**config.mk**
```make
export PLATFORM = sky130hd
export DESIGN_NAME = ifu
export DESIGN_NICKNAME = d
export VERILOG_FILES = /design/src/rtl/ifu.sv
export SDC_FILE = /design/constraint.sdc
export NUM_CORES = 1
export LEC_CHECK = 0
export CORE_MARGIN = 5
export CORE_UTILIZATION = 45
export CTS_CLUSTER_DIAMETER = 60
export DETAILED_ROUTE_END_ITERATION = 8
export PLACE_DENSITY = 0.91
export SYNTH_ARGS = -nofsm -noshare
export SYNTH_HDL_FRONTEND = slang
export SYNTH_SLANG_ARGS = --single-unit
```
**constraint.sdc**
```tcl
create_clock -name clk -period 4.25 [get_ports clk]
set_input_delay 0.6375 -clock clk [delete_from_list [all_inputs] [get_ports clk]]
set_output_delay 0.6375 -clock clk [all_outputs]
set_load 0.02 [all_outputs]
```
**src/rtl/ifu.sv**
```systemverilog
// Instruction fetch unit: owns the fetch PC, keeps at most one imem request in flight
// and hands each fetched word (or a fault marker) to decode over a valid/ready channel.
module ifu #(
  parameter logic [31:0] RESET_PC = 32'h8000_0000,
  parameter logic [31:0] NOP_INST = 32'h0000_0013
) (
  input  logic        clk,
  input  logic        rst,
  output logic        imem_req_valid,
  input  logic        imem_req_ready,
  output logic [31:0] imem_req_addr,
  input  logic        imem_rsp_valid,
  input  logic [31:0] imem_rsp_data,
  input  logic        imem_rsp_err,
  output logic        inst_valid,
  input  logic        inst_ready,
  output logic [31:0] inst,
  output logic [31:0] inst_pc,
  output logic        inst_fault,
  input  logic        redirect_valid,
  input  logic [31:0] redirect_pc
);

  typedef enum logic [1:0] {IDLE, REQ, WAIT, OUT} state_t;

  state_t      state_reg;
  logic [31:0] fetch_pc_reg;
  logic        kill_reg;
  logic [31:0] inst_reg;
  logic [31:0] inst_pc_reg;
  logic        inst_fault_reg;

  logic req_fire;
  logic rsp_pending;
  logic kill_next;
  logic redirect_misaligned;

  assign req_fire            = (state_reg == REQ) && imem_req_ready;
  // A response is still owed to us after this edge if the request goes out now,
  // or if we are waiting and it has not arrived yet.
  assign rsp_pending         = req_fire || ((state_reg == WAIT) && !imem_rsp_valid);
  assign kill_next           = rsp_pending || (kill_reg && !imem_rsp_valid);
  assign redirect_misaligned = (redirect_pc[1:0] != 2'b00);

  always_ff @(posedge clk or posedge rst) begin
    if (rst) begin
      state_reg      <= IDLE;
      fetch_pc_reg   <= RESET_PC;
      kill_reg       <= 1'b0;
      inst_reg       <= 32'h0;
      inst_pc_reg    <= 32'h0;
      inst_fault_reg <= 1'b0;
    end else if (redirect_valid) begin
      fetch_pc_reg <= redirect_pc;
      kill_reg     <= kill_next;
      if (redirect_misaligned) begin
        // Never sent to memory; decode sees a faulting NOP and traps.
        state_reg      <= OUT;
        inst_reg       <= NOP_INST;
        inst_pc_reg    <= redirect_pc;
        inst_fault_reg <= 1'b1;
      end else begin
        state_reg <= rsp_pending ? WAIT : REQ;
      end
    end else begin
      // A stale response that shows up while not waiting retires the pending kill.
      if (kill_reg && imem_rsp_valid && (state_reg != WAIT)) begin
        kill_reg <= 1'b0;
      end
      case (state_reg)
        IDLE: state_reg <= REQ;
        REQ: begin
          if (imem_req_ready) begin
            state_reg <= WAIT;
          end
        end
        WAIT: begin
          if (imem_rsp_valid) begin
            if (kill_reg) begin
              kill_reg  <= 1'b0;
              state_reg <= REQ;
            end else begin
              inst_reg       <= imem_rsp_err ? NOP_INST : imem_rsp_data;
              inst_pc_reg    <= fetch_pc_reg;
              inst_fault_reg <= imem_rsp_err;
              state_reg      <= OUT;
            end
          end
        end
        OUT: begin
          if (inst_ready) begin
            fetch_pc_reg <= fetch_pc_reg + 32'd4;
            state_reg    <= REQ;
          end
        end
        default: state_reg <= IDLE;
      endcase
    end
  end

  assign imem_req_valid = (state_reg == REQ);
  assign imem_req_addr  = fetch_pc_reg;
  assign inst_valid     = (state_reg == OUT);
  assign inst           = inst_reg;
  assign inst_pc        = inst_pc_reg;
  assign inst_fault     = inst_fault_reg;

endmodule

```
==> summary.md <==
| Metric | Value |
|---|---|
| Status | finished clean |
| GRT Overall Usage | 0.205 |
| Syn nets | around 520 |
| Core Area | about 10000 um2 |
| Later-pin clock latency in the skew report | about 0.36 ns |
| Post-synth top area share | 0.531 |
| Ys async rst share | 1.00 |
| Top_reg_cell synth | dfrtp_1 |
| EDFF count, synth | 0 |
| Num rows | 37 |
| Clock transition at the registers of the reported paths | around 0.10 ns |
| Post-synthesis register bit count | 100 |
| Vias in the first global route | 4144 |
| Gr ovfl total | 0 |
| Setup TNS | 0 ns |
| Htree depth | 3 |
| Fin nets | a little under 700 |
| Fmax | between 0.3 and 0.4 GHz |
| Global-route wire length before repair | 21.0 mm |
| Detailed Routing Iterations Pass 1 | 5 |
| Mapped Area | ~4700 um2 |
| Via count | around 4200 |
| CP bufs+invs | 0 |
| Share of cells above drive strength 1 | 0.0644 |
| Fill cells | a little over 800 |
| Top delay family on crit path | simple AND/OR/NAND/NOR gates |
| Most common cell on crit path | or4_1 |
| Slowest cell on the critical path | or4_1 |
| Top post-synthesis cells by area | dfrtp_1 (53%), a22o_1 (5.4%), o21ai_0 (5.0%) |
| Number of library cell types mapped by synthesis | 50 |
| Number of I/O pins | between 150 and 200 |
| Gpl congestion | approximately 0.83 |
| # diodes | 0 |
| PwrDens | 387 nW/um2 |
| Initial core utilization | 0.456 |
| Width of the die | ~110 um |
| Relative slew slack | 0.247 |
| Wire per inst | ~18 um |
| Final instance area | 6600 um2 |
| RSZ-0062 raised after global routing | false |
| Worst-Margin Slew | 1.13 ns |
| Leakage | between 0.002 and 0.003 uW |
| Die Span Y | about 110 um |
| DP Area | 6420 um2 |
| Req. time, crit path | 4.53 ns |
| TritonCTS clock tree | built |
| Die area | around 13000 um2 |
| Max Cap Viol | 0 |
| Worst EP arrival | roughly 2.8 ns |
| Post-CTS setup buffer count | 0 |
| PostCTS Resize Cnt | 0 |
| Routed Antenna Nets | 0 |
| Peak VDD IR | 0.234 mV |
| # setup viols final | 0 |
| Synth area leader | dfrtp_1 |
| DRT Wirelength | around 13 mm |
| Clock skew | between 0.015 and 0.02 ns |
| Sequential fraction of the synthesis area | 0.536 |
| Final period utilization | 0.593 |
| Root Buffer | clkbuf_8 |
| Synth Area per Inst | about 10 um2 |
| Initial antenna violation count | 0 |
| Kind of end point of the critical path | flip-flop |
| Detailed-route DRC error count | 0 |
| Pins Over Slew Limit | 0 |
| Critical path type | flip-flop to flip-flop |
| Minimum clock period | 2.52 ns |
| CP max FO | 28 |
| Area growth syn-to-layout | 41.4% |
| Number of buffers created by CTS | 9 |
| Critical Path Start Type | flip-flop |
| Cells after Synth | between 400 and 500 |
| Hpwl dp | about 9.6 mm |
| Hold Violations, Final | 0 |
| Hold Path Class | flip-flop to flip-flop |
| Post-cts hold buffer count | 0 |
| Clock Path Buffers | 2 |
| Initial DRC Count | approximately 230 |
| Crit path cell chain | nand4_2 -> or4_1 -> or4_1 -> a31oi_1 |
| Syn. warnings | 0 |
| Via-to-Cell Ratio | approximately 5.6 |
| PortBufs | 169 |
| Max incr delay on CP | between 0.9 and 1 ns |
| Clock sink count | 100 |
| Largest net degree at the start of global routing | 72 |
cells in the mapped netlist, types with 2 or more instances:
| cell type | count |
|---|---|
| dfrtp_1 | 99 |
| nand2_1 | 57 |
| o21ai_0 | 47 |
| a22o_1 | 29 |
| clkbuf_1 | 25 |
| nor2_1 | 19 |
| mux2i_1 | 16 |
| a31oi_1 | 15 |
| or4_1 | 14 |
| a21boi_0 | 13 |
| o31ai_1 | 12 |
| nand3_1 | 11 |
| nand4_1 | 9 |
| xor2_1 | 9 |
| inv_1 | 8 |
| mux2_2 | 5 |
| nand2b_1 | 5 |
| nor2b_1 | 5 |
| and4_1 | 4 |
| ha_1 | 4 |
| a21oi_1 | 3 |
| o22a_1 | 3 |
| and2_1 | 2 |
| and3_1 | 2 |
| clkbuf_8 | 2 |
| or3_1 | 2 |
| or3_2 | 2 |
| xnor2_1 | 2 |
per-layer routing:
metal  up-vias  GRT usage  share of wire
met3        22     0.0446          0.061
li1       1949          -              -
met1      2020      0.271           0.43
met5         -          0              0
met2       163      0.343           0.49
met4         0     0.0560          0.018
area by class of cell:
| cell class | count | area (um2) | share of cell area |
|---|---|---|---|
| Inverter | 9 | 36.3 | 0.00550 |
| Multi-Input combinational cell | 307 | 1980 | 0.300 |
| Sequential cell | 100 | 2500 | 0.379 |
| Tap cell | 136 | 170 | 0.0258 |
| Clock inverter | 7 | 58.8 | 0.00891 |
| Timing Repair Buffer | 174 | 1720 | 0.261 |
| Clock buffer | 9 | 124 | 0.0188 |
worst register-to-register path, stage by stage (launching register included):
cell,delay (ns)
dfrtp_1,0.52
nand4_2,0.17
or4_1,0.94
or4_1,0.64
a31oi_1,0.19
per-stage QoR:
stage	hold WS [ns]	cells	util	setup slack [ns]	total power, uW
2_1_floorplan	0.531	446	-	0.995	1590
3_5_place_dp	0.472	726	0.627	1.48	2010
4_1_cts	0.494	742	0.645	1.75	2580
5_1_grt	0.515	742	0.645	1.54	2700
6_report	0.490	742	0.645	1.73	2560
3_3_place_gp	0.460	726	0.627	1.51	1970
where the power goes:
part	switching, uW	internal (uW)
clock	352	223
combinational	417	384
sequential	111	1070
total	879	1680
path summary, 6_finish.rpt:
check / slack [ns] / cells after the start / start / to
hold reg to reg: 0.49 / 2 / inst_pc[31] / inst_pc[31]
hold / removal: 0.49 / 2 / inst_pc[31] / inst_pc[31]
max in group asynchronous: 2.51 / 3 / rst / inst[4]
min in group asynchronous: 0.80 / 2 / rst / inst[9]
setup reg to reg: 1.73 / 4 / imem_req_addr[4] / imem_req_addr[31]
setup / recovery: 1.73 / 4 / imem_req_addr[4] / imem_req_addr[31]
cell usage in the layout (no fill, tap or decap), types with 3 or more instances in the layout:
cell type and instances:
a21boi_0 13, a21oi_1 3, a22o_1 29, a31oi_1 15, and4_1 4, buf_4 5
clkbuf_8 9, clkdlybuf4s50_1 168, dfrtp_1 99, ha_1 4, inv_1 7, mux2_2 5
mux2i_1 16, nand2_1 57, nand2b_1 5, nand3_1 11, nand4_1 9, nor2_1 18
nor2b_1 4, o21ai_0 47, o22a_1 3, o31ai_1 12, or4_1 14, xor2_1 9
cells by family (layout without fill, tap and decap cells):
group	Yosys count	count (layout)	synth area share
AO/OA/AOI/OAI	131	131	0.191
XOR/XNOR	11	11	0.0206
adder cells (fa/ha/maj)	4	4	0.0107
buffers and inverters	39	199	0.0408
flip-flops	100	100	0.536
multiplexers	21	21	0.0464
AND/OR/NAND/NOR	140	140	0.154
Power figures use the tool's default switching activity.
